===== src/rtl/top_control_if.sv =====
// top_control_if: decoder bus carrying the instruction fields in and the
// registered datapath control strobes out.
interface top_control_if;
    logic [6:0] Opcode;
    logic [3:0] Funct;
    logic       Branch;
    logic       MemRead;
    logic       MemtoReg;
    logic       MemWrite;
    logic       ALUSrc;
    logic       RegWrite;
    logic [3:0] Operation;
    logic       Illegal;

    // Instruction source side: drives the fields, observes the strobes
    modport master (
        output Opcode, Funct,
        input  Branch, MemRead, MemtoReg, MemWrite, ALUSrc, RegWrite,
               Operation, Illegal
    );

    // Decoder side: consumes the fields, drives the strobes
    modport slave (
        input  Opcode, Funct,
        output Branch, MemRead, MemtoReg, MemWrite, ALUSrc, RegWrite,
               Operation, Illegal
    );
endinterface


===== src/rtl/top_control.sv =====
// top_control: main control decoder plus ALU control for the single-cycle
// RV core. Combinational decode feeding one output register stage.
// Optional feature macro: TOP_CONTROL_ITYPE_EN adds I-type ALU decode
// (opcode 0010011, internal ALUOp 11).
module top_control (
    input  logic         clk,
    input  logic         rst_n,
    top_control_if.slave ctl
);
    localparam logic [6:0] OP_RTYPE  = 7'b0110011;
    localparam logic [6:0] OP_LOAD   = 7'b0000011;
    localparam logic [6:0] OP_STORE  = 7'b0100011;
    localparam logic [6:0] OP_BRANCH = 7'b1100011;
`ifdef TOP_CONTROL_ITYPE_EN
    localparam logic [6:0] OP_ITYPE  = 7'b0010011;
`endif

    logic       branch_d;
    logic       mem_read_d;
    logic       mem_to_reg_d;
    logic       mem_write_d;
    logic       alu_src_d;
    logic       reg_write_d;
    logic       illegal_d;
    logic [1:0] alu_op;
    logic [3:0] operation_d;

    // Main decoder: opcode -> control strobes and ALU-op class
    always_comb begin
        branch_d     = 1'b0;
        mem_read_d   = 1'b0;
        mem_to_reg_d = 1'b0;
        mem_write_d  = 1'b0;
        alu_src_d    = 1'b0;
        reg_write_d  = 1'b0;
        illegal_d    = 1'b0;
        alu_op       = 2'b00;
        case (ctl.Opcode)
            OP_RTYPE: begin
                reg_write_d = 1'b1;
                alu_op      = 2'b10;
            end
            OP_LOAD: begin
                mem_read_d   = 1'b1;
                mem_to_reg_d = 1'b1;
                alu_src_d    = 1'b1;
                reg_write_d  = 1'b1;
            end
            OP_STORE: begin
                mem_write_d = 1'b1;
                alu_src_d   = 1'b1;
            end
            OP_BRANCH: begin
                branch_d = 1'b1;
                alu_op   = 2'b01;
            end
`ifdef TOP_CONTROL_ITYPE_EN
            OP_ITYPE: begin
                alu_src_d   = 1'b1;
                reg_write_d = 1'b1;
                alu_op      = 2'b11;
            end
`endif
            default: illegal_d = 1'b1;
        endcase
    end

    // ALU control: ALU-op class and Funct -> 4-bit operation, zero when illegal
    always_comb begin
        operation_d = 4'b0010;
        case (alu_op)
            2'b00: operation_d = 4'b0010;
            2'b01: operation_d = 4'b0110;
            2'b10: begin
                case (ctl.Funct)
                    4'b0000: operation_d = 4'b0010;
                    4'b1000: operation_d = 4'b0110;
                    4'b0111: operation_d = 4'b0000;
                    4'b0110: operation_d = 4'b0001;
                    default: operation_d = 4'b0010;
                endcase
            end
`ifdef TOP_CONTROL_ITYPE_EN
            2'b11: begin
                case (ctl.Funct[2:0])
                    3'b000:  operation_d = 4'b0010;
                    3'b111:  operation_d = 4'b0000;
                    3'b110:  operation_d = 4'b0001;
                    default: operation_d = 4'b0010;
                endcase
            end
`endif
            default: operation_d = 4'b0010;
        endcase
        if (illegal_d) begin
            operation_d = 4'b0000;
        end
    end

    // Output register: one cycle of latency, cleared asynchronously
    always_ff @(posedge clk or negedge rst_n) begin
        if (!rst_n) begin
            ctl.Branch    <= 1'b0;
            ctl.MemRead   <= 1'b0;
            ctl.MemtoReg  <= 1'b0;
            ctl.MemWrite  <= 1'b0;
            ctl.ALUSrc    <= 1'b0;
            ctl.RegWrite  <= 1'b0;
            ctl.Operation <= '0;
            ctl.Illegal   <= 1'b0;
        end else begin
            ctl.Branch    <= branch_d;
            ctl.MemRead   <= mem_read_d;
            ctl.MemtoReg  <= mem_to_reg_d;
            ctl.MemWrite  <= mem_write_d;
            ctl.ALUSrc    <= alu_src_d;
            ctl.RegWrite  <= reg_write_d;
            ctl.Operation <= operation_d;
            ctl.Illegal   <= illegal_d;
        end
    end
endmodule


===== src/flat_wrapper.sv =====
// flat-port wrapper written by rule: the top's interface ports become plain ports
module top_control_flat 
  (clk, rst_n, ctl_Opcode, ctl_Funct, ctl_Branch, ctl_MemRead, ctl_MemtoReg, ctl_MemWrite, ctl_ALUSrc, ctl_RegWrite, ctl_Operation, ctl_Illegal);
  top_control_if ctl_i ();
  input  logic clk;
  input  logic rst_n;
  input wire logic [$bits(ctl_i.Opcode)-1:0] ctl_Opcode;
  input wire logic [$bits(ctl_i.Funct)-1:0] ctl_Funct;
  output wire logic [$bits(ctl_i.Branch)-1:0] ctl_Branch;
  output wire logic [$bits(ctl_i.MemRead)-1:0] ctl_MemRead;
  output wire logic [$bits(ctl_i.MemtoReg)-1:0] ctl_MemtoReg;
  output wire logic [$bits(ctl_i.MemWrite)-1:0] ctl_MemWrite;
  output wire logic [$bits(ctl_i.ALUSrc)-1:0] ctl_ALUSrc;
  output wire logic [$bits(ctl_i.RegWrite)-1:0] ctl_RegWrite;
  output wire logic [$bits(ctl_i.Operation)-1:0] ctl_Operation;
  output wire logic [$bits(ctl_i.Illegal)-1:0] ctl_Illegal;
  assign ctl_i.Opcode = ctl_Opcode;
  assign ctl_i.Funct = ctl_Funct;
  assign ctl_Branch = ctl_i.Branch;
  assign ctl_MemRead = ctl_i.MemRead;
  assign ctl_MemtoReg = ctl_i.MemtoReg;
  assign ctl_MemWrite = ctl_i.MemWrite;
  assign ctl_ALUSrc = ctl_i.ALUSrc;
  assign ctl_RegWrite = ctl_i.RegWrite;
  assign ctl_Operation = ctl_i.Operation;
  assign ctl_Illegal = ctl_i.Illegal;
  top_control u_core (.clk(clk), .rst_n(rst_n), .ctl(ctl_i));
endmodule

===== config.mk =====
export PLATFORM = sky130hd
export DESIGN_NAME = top_control_flat
export DESIGN_NICKNAME = d
export VERILOG_FILES = /design/src/rtl/top_control_if.sv /design/src/rtl/top_control.sv /design/src/flat_wrapper.sv
export SDC_FILE = /design/constraint.sdc
export NUM_CORES = 1
export LEC_CHECK = 0
export BUFFER_PORTS_ARGS = -buffer_cell sky130_fd_sc_hd__buf_4
export CAP_MARGIN = 20
export CORE_AREA = 2 2 39 41
export CTS_BUF_LIST = sky130_fd_sc_hd__clkbuf_4 sky130_fd_sc_hd__clkbuf_8 sky130_fd_sc_hd__clkbuf_16
export CTS_CLUSTER_SIZE = 30
export DETAILED_ROUTE_END_ITERATION = 8
export DIE_AREA = 0 0 41 43
export GPL_TIMING_DRIVEN = 0
export PLACE_DENSITY = 0.72
export SLEW_MARGIN = 0
export SYNTH_ARGS = -nofsm -noshare
export SYNTH_HDL_FRONTEND = slang
export SYNTH_SLANG_ARGS = --single-unit

===== constraint.sdc =====
create_clock -name clk -period 0.8 [get_ports clk]
set_input_delay 0 -clock clk [delete_from_list [all_inputs] [get_ports clk]]
set_output_delay 0 -clock clk [all_outputs]
set_load 0.01 [all_outputs]

# Word-level counts from Yosys, hierarchy flattened
# Cells that the tools add are included.
[word_totals]
inputBits = 13
ff_bits = 10
wordCells = 29
output_inout_bits = 11
[classes]
n_reduce_logical = 3
mux = 10
n_eq_ne = 9
[ops]
columns = ["cell", "n"]
rows = [
  ["7-bit by 6-bit == test with 1-bit output, second input constant", 2],
  ["3-bit case mux with 3 select lines", 1],
  ["4-bit by 3-bit == test with 1-bit output, second input constant", 2],
  ["4-bit case mux with 2 select lines", 1],
  ["7-bit by 2-bit == test with 1-bit output, second input constant", 1],
  ["7-bit == test, second input constant", 1],
  ["1-bit two-way mux", 6],
  ["4-bit == test, second input constant", 1],
  ["4-bit two-way mux", 1],
  ["2-bit case mux with 2 select lines", 1],
  ["2-bit OR reduction", 2],
  ["4-bit OR reduction", 1],
  ["2-bit by 1-bit == test with 1-bit output, second input constant", 1],
  ["2-bit == test, second input constant", 1],
]

# Logic depth before layout (Yosys ltp)
# Gate-level depths: netlist of run 1.
[logic_depth]
ltp_word = 5
depth_mapped = 7
mapped_depth_nobuf = 7

# Worst setup path after synthesis of run 1
# OpenSTA, ideal clock, no wires.
[synth_timing]
kind = "input-to-reg"
from = "input port ctl_Opcode[2]"
to = "register u_core.ctl.Operation[1] in the netlist's numbering"
stages = 5
setup_time_ns = 0.123
path_buffers = 0
t_arrival_ns = 1.250
t_required_ns = 0.677
setup_slack_ns = -0.573
path_cell_list = "nand4bb_1 -> or3_1 -> ha_1 -> a211oi_1 -> nor2_1"
[synth_between]
elab_chain_cells = 5
word_cells_on_any_way = 10
cone_classes = "eq/ne (6); mux (3); reduce/logical (1)"
[synth_lines]
columns = ["element", "line_no", "text"]
rows = [
  ["from (decl)", "flat_wrapper.sv:7", "input wire logic [$bits(ctl_i.Opcode)-1:0] ctl_Opcode;"],
  ["7-bit == test / 7-bit by 6-bit == test with 1-bit output (equally long branches)", "top_control.sv:38", "case (ctl.Opcode)"],
  ["2-bit case mux with 2 select lines", "top_control.sv:38", ""],
  ["2-bit == test / 2-bit by 1-bit == test with 1-bit output (equally long branches)", "top_control.sv:71", "case (alu_op)"],
  ["4-bit case mux with 2 select lines", "top_control.sv:71", ""],
  ["4-bit two-way mux (*)", "top_control.sv:95", "if (illegal_d) begin"],
  ["named net u_core.operation_d[1]", "top_control.sv:26", "logic [3:0] operation_d;"],
  ["to (signal assigned)", "top_control.sv:118", "ctl.Operation <= operation_d;"],
  ["to (decl)", "top_control_if.sv:26", "Operation, Illegal"],
]
# The timed path passes the listed nets; every way through them passes the cells marked *.

# Worst setup path after layout of run 1
[layout_timing]
from = "input port ctl_Opcode[3]"
to = "register u_core.ctl.Operation[2] in the netlist's numbering"
# The elaborated chain is that of the path after synthesis.

==> results of run 1 <==
## stage by stage
step	setup TNS (ns)	worst slack, ns	power, uW	hold WS [ns]	instances
detailed placement	-1.99	-0.667	583	-0.175	75
global placement	-1.84	-0.614	579	-0.179	75
floorplan	-1.14	-0.423	504	-0.296	37
global route	-0.953	-0.326	1010	-0.0351	84
finish	-0.655	-0.231	973	-0.0419	84
CTS	-0.732	-0.226	981	-0.0421	84
## final cells by class
class	count	area share, %
flip-flops and latches	9	29.5
multi-input cells	25	32.1
well taps	16	2.62
clock buffers	4	3.93
plain buffers	2	2.45
inverters	1	0.491
repair buffers	27	29.0
## worst max-delay path by stage
stage                              end  cells after the start  slack (ns)          start
4_1_cts        u_core.ctl.Operation[2]                      8       -0.23  ctl_Opcode[3]
3_3_place_gp   u_core.ctl.Operation[2]                      8       -0.61  ctl_Opcode[2]
5_1_grt        u_core.ctl.Operation[2]                      8       -0.33  ctl_Opcode[3]
3_5_place_dp   u_core.ctl.Operation[2]                      8       -0.67  ctl_Opcode[2]
6_report       u_core.ctl.Operation[2]                      7       -0.23  ctl_Opcode[3]
2_1_floorplan  u_core.ctl.Operation[2]                      6       -0.42  ctl_Opcode[2]
## cells in the final DEF, fill, tap and decap left out, drive strengths merged, types with 2 or more instances in the layout
cell	Yosys	layout
nor4	2	2
nor2	2	2
buf	2	27
ha	2	2
nand2b	2	2
clkbuf	0	4
dfrtp	9	9
nor3	3	3
## sequential cells by signal, indices dropped and copies added, names as in the netlist
signal / flops
u_core.ctl.RegWrite: 1
u_core.ctl.Operation: 3
u_core.ctl.MemRead: 1
u_core.ctl.Illegal: 1
u_core.ctl.MemWrite: 1
u_core.ctl.ALUSrc: 1
u_core.ctl.Branch: 1
## timing repair
item                       4_1_cts  5_1_grt
setup buffers                    3        0
setup endpoints to repair        4        8
hold endpoints to repair        12        2
gates resized for setup          7        4
gates cloned                     0        0
pin swaps                        4        0
## metal layers
metal | vias up | global-route usage, % | wire length (um)
met2 | 17 | 20.6 | 435
met1 | 176 | 11.4 | 278
met4 | 0 | 10.0 | 42
li1 | 190 | - | -
met5 | - | 0 | 0
met3 | 4 | 1.57 | 81
## cells by family (layout without fill, tap and decap cells)
kind of cell / after synthesis / after routing
other cells: 1 / 1
simple gates: 18 / 18
fa+ha+maj: 2 / 2
buf+inv: 3 / 34
compound gates: 3 / 3
flops: 9 / 9
xor+xnor: 1 / 1
## power groups by stage
stage | Clock [uW] | Sequential [uW] | Combinational [uW]
floorplan | 0 | 470 | 33.8
global route | 401 | 460 | 153
finish | 374 | 460 | 139
detailed placement | 0 | 468 | 115
global placement | 0 | 468 | 111
CTS | 385 | 460 | 136
==> impl_results.md, run 1 <==
* DRC viols at 0
* Fin crit share at 129%
* Hold Path Class: primary input to flip-flop
* Synth top area share at 53.9%
* Post-Syn Instances at 37
* Min-Delay Startpoint: ctl_Opcode[5]
* Initial core utilization at 30.2%
* Synth cell count leaders: dfrtp_1 (9), nor3_1 (3)
* Compound-Gate Fraction of Synth Area at between 5 and 6%
* Root Buffer: clkbuf_4
* Clock Tree Buf Depth at 2
* Status: finished with violations
* Site Rows at 14
* Core ar. at between 1000 and 1500 um^2
* Fin nets at between 80 and 90
* Reported net switching power at 209 uW
* CP max stage delay at 0.37 ns
* Largest net degree at the start of global routing at 10
* Sequential power share at 47.3%
* WL final at about 840 um
* Multi-input gate area at 245 um^2
* Minimum clock period at approximately 1 ns
* Layout area overhead at 82.9%
* Crit end category: flip-flop
* Clock-pin slew on the worst setup and hold paths at 0.06 ns
* Final Hold Vio Count at 2
* CTS tree: yes
* Congestion Overflow GR at 0
* Synth area leaders: dfrtp_1 (54%), ha_1 (6.0%), nor3_1 (3.6%), buf_4 (3.6%), nand2b_1 (3.0%)
* Die area at 1760 um^2
* Horiz. Die Dim at 41 um
* Cell with the most instances after synthesis: dfrtp_1
* Crit path launch type: primary input
* Failing checks: negative hold slack, negative setup slack
* Fill cells at 116
* WS Path Type: primary input to flip-flop
* PwrDens at 1270 nW/um^2
* Num CTS Buffers at 3
* Number of global-route vias before repair at 374
* Total internal power at 763 uW
* DRT Pass-1 Iters at 3
* Worst-case hold slack at -0.0419 ns
* EDFF count, synth at 0
* Peak supply drop at 456 uV
* DRT iter0 DRCs at 2
* Max-Cap Viols at 0
* Avg Cell Area, Syn at about 11 um^2
* Initial antenna violation count at 0
* N_diodes at 0
* I/O pins at 24
* Final core area utilization at 55.2%
* Final Slew Violations at 0
* Multiplexer area fraction after synthesis at 0%
* Cts hold-fix bufs at 2
* CTS sink count at 9
* Avg WL per Cell at 9.98 um
* PortBufs at 22
* Hpwl dp at 677 um
* Asr flop ratio synth at 100%
* Sequential share of the synthesized area at 53.9%
* Crit path max-delay family: simple AND/OR/NAND/NOR gates
* Clock power frac at a little under two fifths
* CP cell instances: buf_6 -> nand4bb_4 -> or3_4 -> ha_4 -> nor4b_4 -> a21oi_1 -> nor3_1
* Gr usage total at 12.0%
* RSZ-0062 raised after global routing: true
* GPL Wtd Cong at 0.652
* Switching part of the total at a little over a fifth
* # setup viols final at 4
* Synth warn at 0
* Hold Path Sink: u_core.ctl.MemRead
* Cell area after layout at 764 um^2
* Mapped Area at 418 um^2
* WHS Path Cells at 2
* Layout cells sized above 1 at 58.8%
* Post-Synth Adder-Cell Area at 5.99%
* Synth unique cells at 23
* Largest family of logic cells by synthesized area: simple AND/OR/NAND/NOR gates
* CP max FO at 4
* Yosys reg bits at 9
* First-pass GRT wire length at 1410 um
* Worst setup margin at -0.231 ns
* Pleak at around 0.00037 uW
* Syn Nets at 52
* Vias per cell at 4.61
* Die Ht at ~43 um
* Data required time of the worst path at 0.94 ns
* Slowest CP cell: or3_4
* FF+latch area at 225 um^2
* Fmax at 0.970 GHz
* Post-route ant nets at 0
* Simple-Gate Fraction of Synth Area at 27.5%
* H-tree levels at 1
* Area leader, netlist: dfrtp_1
* Buf/Inv on CP at 1
* Most used DFF post-synth: dfrtp_1
* Synth Area in XOR/XNOR at between 2 and 2.5%
* Worst EP arrival at 1.17 ns
* Area after DPL at ~640 um^2
* Via count at 387
* Gate power share at 14.3%
(Power assumes the default switching activity.)
==> run 2: changes to the inputs <==
Settings changed: CELL_PAD_IN_SITES_DETAIL_PLACEMENT set to 0, CELL_PAD_IN_SITES_GLOBAL_PLACEMENT set to 2, CORE_AREA 2 2 39 41 to unset, CORE_ASPECT_RATIO set to 1.2, CORE_MARGIN set to 2, CORE_UTILIZATION set to 23, DIE_AREA 0 0 41 43 to unset, PLACE_DENSITY 0.72 to 0.86.
==> run 2 against run 1 <==
The flow still finishes with violations (negative hold slack, negative setup slack). Global-route usage shrank 3.0 points. Critical endpoint unchanged. Wire length fell by 1.1%. Setup slack better by 0.018 ns.
==> impl_results.md, run 2 (synthesis gave the netlist of run 1 again) <==
* CTS sink count at 9 (unchanged)
* First-pass GRT wire length at 1450 um (+2.5%)
* Fin Setup TNS at -0.644 ns (+0.0110 ns)
* Die area at 2180 um^2 (+23%)
* Final core area utilization at 45.6% (-9.6 points)
* Initial core utilization at 25.2% (-5.0 points)
* Worst setup margin at -0.213 ns (+0.0181 ns)
* Num CTS Buffers at 3 (unchanged)
* DRT Pass-1 Iters at 4 (+1)
* N_diodes at 0 (unchanged)
* Overall power at 952 uW (-2.1%)
* Die Ht at 50.7 um (+18%)
* Cts hold-fix bufs at 2 (unchanged)
* Gr usage total at 8.97% (-3.0 points)
* Data required time of the worst path at 0.94 ns (about the same)
* DRC viols at 0 (unchanged)
* Congestion Overflow GR at 0 (unchanged)
* Site Rows at 16 (+2)
* Most frequent cells in the layout: buf_4 (21), dfrtp_1 (9), buf_6 (5)
* PwrDens at 1260 nW/um^2 (-1.3%)
* Minimum clock period at 1.01 ns (-0.0181 ns)
* Failing checks: negative hold slack, negative setup slack
* Root Buffer: clkbuf_4
* Max-Cap Viols at 0 (unchanged)
* Number of global-route vias before repair at 366 (-2.1%)
* Initial antenna violation count at 0 (unchanged)
* CTS tree: yes
* Hold Path Class: primary input to flip-flop
* Pre-CTS setup slack at -0.648 ns (+0.0194 ns)
* I/O pins at 24 (unchanged)
* Fill cells at 169 (+46%)
* # setup viols final at 4 (unchanged)
* Min-Delay Startpoint: ctl_Opcode[4]
* Avg WL per Cell at 9.75 um (-2.2%)
* Most common cell after layout, fill and taps aside: buf_4
* Worst-case hold slack at -0.0316 ns (+0.0104 ns)
* Fmax at 0.987 GHz (+1.8%)
* Sequential power share at 48.3% (+1.0 points)
* Layout area overhead at 81.4%
* Via count at 386 (-0.26%)
* Crit path launch type: primary input
* DRT iter0 DRCs at 6 (+4)
* Critical Path Start: ctl_Opcode[3]
* Clock-pin slew on the worst setup and hold paths at 0.05 ns (about the same)
* Largest net degree at the start of global routing at 10 (unchanged)
* Core ar. at 1660 um^2 (+20%)
* PortBufs at 22 (unchanged)
* Total internal power at 761 uW (-0.30%)
* Worst EP arrival at 1.15 ns (-0.02 ns)
* Final Slew Violations at 0 (unchanged)
* Switching part of the total at 20.1% (-1.4 points)
* Status: finished with violations
* Fin crit share at 127% (-2.3 points)
* Hpwl dp at 675 um (-0.37%)
* Clock power frac at 37.5% (-0.9 points)
* Placed cell count at 77 (+2.7%)
* Layout cells sized above 1 at 58.2% (-0.61 points)
* WL final at 829 um (-1.1%)
* GPL Wtd Cong at 0.728 (+12%)
* Peak supply drop at 426 uV (-6.8%)
* Gate power share at 14.1% (-0.2 points)
* Clock Tree Buf Depth at 2 (unchanged)
* Max reg flops at 3 (unchanged)
* Crit end category: flip-flop
* Vias per cell at 4.54 (-1.4%)
* Post-route insts no fill at 85 (+1.2%)
* Pleak at 0.000364 uW (-1.5%)
* RSZ-0062 raised after global routing: true
* Final Hold Vio Count at 2 (unchanged)
* Fin nets at 83 (-1.2%)
* H-tree levels at 1 (unchanged)
* WS Path Type: primary input to flip-flop
* Horiz. Die Dim at 42.9 um (+4.7%)
* WHS Path Cells at 2 (unchanged)
* Largest Register: u_core.ctl.Operation
* Post-route ant nets at 0 (unchanged)
* CP max FO at 3 (-1)
* Reported net switching power at 191 uW (-8.6%)
==> run 2: cell types whose count changed in the layout (fill, tap and decap cells not counted), sizes merged <==
| cell | change |
|---|---|
| buf | -1 |
==> run 2: stage by stage <==
step / hold WS [ns] / cell area, um^2
after CTS: -0.0344 / 744
after global placement: -0.178 / 644
after detailed placement: -0.176 / 644
final: -0.0316 / 758
after floorplan: -0.296 / 457
after global routing: -0.0277 / 758
==> run 2: worst max-delay path: stages <==
cell and delay, ns:
buf_6 0.09, nand4bb_4 0.22, or3_4 0.36, ha_4 0.18, nor4b_4 0.12, a21oi_1 0.13
nor3_1 0.06
==> run 2: cell type report <==
| cell class | instances | area [um^2] | area share, % |
|---|---|---|---|
| Tap cell | 18 | 22.5 | 2.97 |
| Timing Repair Buffer | 26 | 218 | 28.7 |
| Multi-Input combinational cell | 25 | 240 | 31.7 |
| Sequential cell | 9 | 225 | 29.7 |
| Buffer | 2 | 18.8 | 2.48 |
| Inverter | 1 | 3.75 | 0.495 |
| Clock buffer | 4 | 30.0 | 3.96 |
==> run 2: path summary, 6_finish.rpt <==
kind	slack [ns]	to
max in group asynchronous	0.57	u_core.ctl.MemRead
min in group asynchronous	0.10	u_core.ctl.Illegal
hold / removal	-0.03	u_core.ctl.ALUSrc
setup / recovery	-0.21	u_core.ctl.Operation[2]
==> run 2: layer usage <==
layer | up-vias | GRT usage, % | wire, um
met1 | 178 | 10.3 | 301
li1 | 189 | - | -
met4 | 0 | 9.38 | 15
met2 | 17 | 13.9 | 452
met5 | - | 0 | 0
met3 | 2 | 0.719 | 59
==> run 2: power by group through the flow <==
stage	logic [uW]	registers [uW]	clock network, uW
CTS	133	460	367
detailed placement	114	468	0
global route	149	460	388
floorplan	33.8	470	0
global placement	113	468	0
finish	135	460	357
==> run 2: what timing repair did <==
item	4_1_cts	5_1_grt
setup endpoints to repair	4	9
setup buffers	2	0
gates resized for setup	7	4
hold endpoints to repair	12	2
pin swaps	2	1
gates cloned	0	0
